## src/rtl/multicycle_ctrl.sv

```systemverilog
// Multi-cycle sequencing controller: fetch handshake, then decode/execute/writeback
// for R-type instructions, with a retired-instruction counter.
module multicycle_ctrl #(
    parameter int XLEN = 64
) (
    input  logic            clk,
    input  logic            rst_n,
    input  logic            run,
    input  logic [6:0]      opcode,
    input  logic            imem_ready,
    output logic            imem_req,
    output logic            ir_en,
    output logic            pc_en,
    output logic            RegWrite,
    output logic [1:0]      ALUOp,
    output logic            illegal_insn,
    output logic [XLEN-1:0] instret,
    output logic [2:0]      state_dbg
);

    localparam logic [6:0] OP_RTYPE  = 7'b0110011;
    localparam logic [1:0] ALU_RTYPE = 2'b10;
    localparam logic [1:0] ALU_NONE  = 2'b00;

    typedef enum logic [2:0] {
        S_IDLE      = 3'd0,
        S_FETCH     = 3'd1,
        S_DECODE    = 3'd2,
        S_EXECUTE   = 3'd3,
        S_WRITEBACK = 3'd4
    } state_t;

    state_t          state_q, state_d;
    logic [1:0]      alu_op_q, alu_op_d;
    logic [XLEN-1:0] instret_q;
    logic            instret_inc;

    // Where to go once an instruction has finished (retired or skipped).
    function automatic state_t after_insn(input logic run_now);
        return run_now ? S_FETCH : S_IDLE;
    endfunction

    // Counter wraps silently from all-ones to zero.
    function automatic logic [XLEN-1:0] wrap_inc(input logic [XLEN-1:0] v);
        return v + XLEN'(1);
    endfunction

    always_ff @(posedge clk or negedge rst_n) begin
        if (!rst_n) begin
            state_q   <= S_IDLE;
            alu_op_q  <= ALU_NONE;
            instret_q <= '0;
        end else begin
            state_q  <= state_d;
            alu_op_q <= alu_op_d;
            if (instret_inc) begin
                instret_q <= wrap_inc(instret_q);
            end
        end
    end

    always_comb begin
        state_d      = state_q;
        alu_op_d     = alu_op_q;
        instret_inc  = 1'b0;
        imem_req     = 1'b0;
        ir_en        = 1'b0;
        pc_en        = 1'b0;
        RegWrite     = 1'b0;
        ALUOp        = ALU_NONE;
        illegal_insn = 1'b0;

        case (state_q)
            S_IDLE: begin
                if (run) begin
                    state_d = S_FETCH;
                end
            end

            // The request stays up until a transfer, regardless of run.
            S_FETCH: begin
                imem_req = 1'b1;
                ir_en    = imem_ready;
                if (imem_ready) begin
                    state_d = S_DECODE;
                end
            end

            S_DECODE: begin
                if (opcode == OP_RTYPE) begin
                    alu_op_d = ALU_RTYPE;
                    state_d  = S_EXECUTE;
                end else begin
                    illegal_insn = 1'b1;
                    pc_en        = 1'b1;
                    state_d      = after_insn(run);
                end
            end

            S_EXECUTE: begin
                ALUOp   = alu_op_q;
                state_d = S_WRITEBACK;
            end

            S_WRITEBACK: begin
                ALUOp       = alu_op_q;
                RegWrite    = 1'b1;
                pc_en       = 1'b1;
                instret_inc = 1'b1;
                state_d     = after_insn(run);
            end

            default: begin
                state_d = S_IDLE;
            end
        endcase
    end

    assign instret   = instret_q;
    assign state_dbg = state_q;

endmodule

```

## config.mk

```make
export PLATFORM = sky130hd
export DESIGN_NAME = multicycle_ctrl
export DESIGN_NICKNAME = d
export VERILOG_FILES = /design/src/rtl/multicycle_ctrl.sv
export SDC_FILE = /design/constraint.sdc
export NUM_CORES = 1
export LEC_CHECK = 0
export BUFFER_PORTS_ARGS = -buffer_cell sky130_fd_sc_hd__buf_2
export CELL_PAD_IN_SITES_DETAIL_PLACEMENT = 1
export CELL_PAD_IN_SITES_GLOBAL_PLACEMENT = 2
export CORE_AREA = 2 2 109 111
export DETAILED_ROUTE_END_ITERATION = 10
export DIE_AREA = 0 0 111 113
export GPL_TIMING_DRIVEN = 0
export PLACE_DENSITY = 0.73
export SYNTH_ARGS = -nofsm -noshare
export SYNTH_HDL_FRONTEND = slang
export SYNTH_SLANG_ARGS = --single-unit
```

## constraint.sdc

```tcl
create_clock -name clk -period 5 [get_ports clk]
set_input_delay 0.25 -clock clk [delete_from_list [all_inputs] [get_ports clk]]
set_output_delay 0.25 -clock clk [all_outputs]
set_load 0.02 [all_outputs]
```

==> run metrics <==
status finished, final reports clean; Vias/cell 4.77; slowest stage delay, CP approximately 600 ps; fin area 0.00427 mm2; met2 WL around 3900 um; Vias 2,610; chip width 111 um; initial antenna violation count 0; critical-path cell list buf_6, nand4bb_4, nor4b_4, nand4_2, nor2_1, xor2_1; Fin. Hold Viols 0; Worst-Margin Slew between 700 and 800 ps; Worst Path Buf+Inv 1; All-Layer GR Usage 13.7%; Synth Flop Type dfrtp_1; H-tree levels 3; initial core utilization between 20 and 30%; min cycle time layout between 2000 and 2500 ps; register area share after synthesis approximately half; PostCTS Resize Cnt 0; post-DP HPWL approximately 6000 um; Routed WL approximately 8300 um; Pwr Total around 1.3 mW; Setup Skew a little under 7 ps; Worst VDD drop 0.000174 V; Net count, final between 400 and 500; setup bufs post-CTS 0; Pre-antenna DRT Iters 4; Avg WL per Cell 15.2 um; RSZ-0062 raised after global routing false; first-pass GRT wire length about 14,000 um; final worst slack around 2700 ps; crit-path max FO 10; Post-Syn Area between 0.003 and 0.004 mm2; Final Max Tran Viols 0; post-synth net total ~320; area post-placement about 0.0040 mm2; HP Class in -> reg; final setup vio count 0; uppermost routed layer met4; unique cell type count in the Yosys netlist 40; GPL Wtd Cong roughly 0.70; io pins 85; top post-synthesis cells by count 68 x dfrtp_1, 34 x xor2_1, 32 x nand2_1, 29 x nor2_1, 29 x xnor2_1; layout filler cell count ~1,300; EDFF count, synth 0; FF+latch area ~0.0017 mm2; die area around 0.013 mm2; worst slack, placed 2710 ps; Synthesis Warnings 0; CP max stage cell nor4b_4; CTS tree done; critical setup path kind reg -> reg; 1st-iter DRT viols 94; Layout area overhead 28.1%; leakage 2.20 nW; Root Buffer clkbuf_16; CP Capture Type flip-flop; layout cell share with drive strength beyond 1 31.4%; final global-route overflow total 0; max-cap viol count 0; IO buf count 83; multi-input logic area roughly 0.0016 mm2; # hold bufs at CTS 1; Worst-path clk slew ~60 ps; Tcrit/Tclk final 45.3%; vias in the first global route between 2,000 and 3,000; cell type with the largest total area after synthesis dfrtp_1; Antenna Cells 0; Post-Syn Area per Cell roughly 11 um2; met3 WL about 510 um; CP Data Required Time between 5000 and 6000 ps; startpoint types flip-flop; Synth area leaders dfrtp_1 51%, xor2_1 8.9%, xnor2_1 7.6%, nand4_1 3.9%, nand2_1 3.6%; DRT met1 WL slightly below 4000 um; Synth Register Bits 68; core area ~0.011 mm2; number of routed nets with antenna violations 0; Yosys top cell area share about half; critical path arrival roughly 2500 ps; Peak Freq 0.441 GHz; setup TNS 0 ps; FFs w/ async S/R, synth 100%; cell family with most CP delay simple AND/OR/NAND/NOR gates; largest net degree at the start of global routing just under 70; Die H between 100 and 150 um; clk buf depth 2; power density cells slightly above 300 mW/mm2; clk_lat worst skew roughly 330 ps; CTS Buf Count 9; drc violations 0; Syn Inst Count approximately 300; # clock sinks approximately 70; most common cell in the netlist dfrtp_1; num rows 39; Slew HR roughly half
[metal layers]
| layer | GRT usage, % | vias to the layer above |
|---|---|---|
| met4 | 4.75 | 0 |
| met1 | 17.6 | 1301 |
| li1 | - | 1233 |
| met3 | 4.39 | 8 |
| met2 | 21.8 | 68 |
| met5 | 0 | - |
[path summary, 6_finish.rpt]
| path | from | to | slack [ps] | depth (start not counted) |
|---|---|---|---|---|
| setup reg to reg | state_dbg[1]$_DFFE_PN0P_ | instret[55]$_DFFE_PN0P_ | 2730 | 6 |
| max in group asynchronous | rst_n | instret[23]$_DFFE_PN0P_ | 4230 | 3 |
| hold / removal | imem_ready | state_dbg[0]$_DFFE_PN0P_ | 130 | 2 |
| setup / recovery | state_dbg[1]$_DFFE_PN0P_ | instret[55]$_DFFE_PN0P_ | 2730 | 6 |
| hold reg to reg | instret[63]$_DFFE_PN0P_ | instret[63]$_DFFE_PN0P_ | 460 | 1 |
| min in group asynchronous | rst_n | instret[62]$_DFFE_PN0P_ | 480 | 3 |
[final cells by class]
| class | instances | area share [%] |
|---|---|---|
| plain buffers | 6 | 1.26 |
| clock buffers | 10 | 5.59 |
| clock inverters | 6 | 1.49 |
| inverters | 6 | 0.527 |
| multi-input cells | 223 | 36.4 |
| flip-flops and latches | 68 | 39.8 |
| well taps | 143 | 4.19 |
| repair buffers | 85 | 10.7 |
[cells by family after synthesis]
logic type | Yosys count | synth area share, %
other | 1 | 0.112
multiplexers | 2 | 0.675
XOR/XNOR | 63 | 16.5
AND/OR/NAND/NOR | 151 | 28.0
buffers and inverters | 12 | 2.29
AO/OA/AOI/OAI | 5 | 0.938
adder cells (fa/ha/maj) | 1 | 0.375
flip-flops | 68 | 51.0
[report_power, final]
group          switching (mW)  leakage [nW]  total, mW  internal (mW)
Combinational          0.0666          1.12      0.109         0.0423
Clock                   0.241         0.144      0.640          0.398
Sequential             0.0166         0.940      0.580          0.563
[per-stage QoR]
step / hold WS (ps) / utilization [%] / instances
finish: 130 / 37.9 / 547
global route: 125 / 37.9 / 547
CTS: 121 / 37.9 / 547
detailed placement: 293 / 35.1 / 530
global placement: 443 / 34.9 / 529
floorplan: -45.6 / - / 303
[registers in the layout (all words and copies together) (netlist names)]
name       flops
alu_op_q       1
state_dbg      3
instret       64
[cells in the final DEF, fill, tap and decap left out, types with 2 or more instances in the layout]
master      count
nor4_4          2
nand3_1        18
clkinv_2        2
nor2_1         29
and2_1          3
nand3_2         2
o31ai_1         2
buf_6           3
nor4_2          2
buf_2          83
dfrtp_1        68
xor2_1         34
inv_1           6
nor3_1         12
clkinvlp_4      2
nand4_1        21
nor3_2          4
and3_1          4
mux2_2          2
nand2_1        32
and4_1          7
clkbuf_16       9
xnor2_1        29
buf_4           3
or3_4           2
No activity file was read; power rests on OpenSTA's default activity.
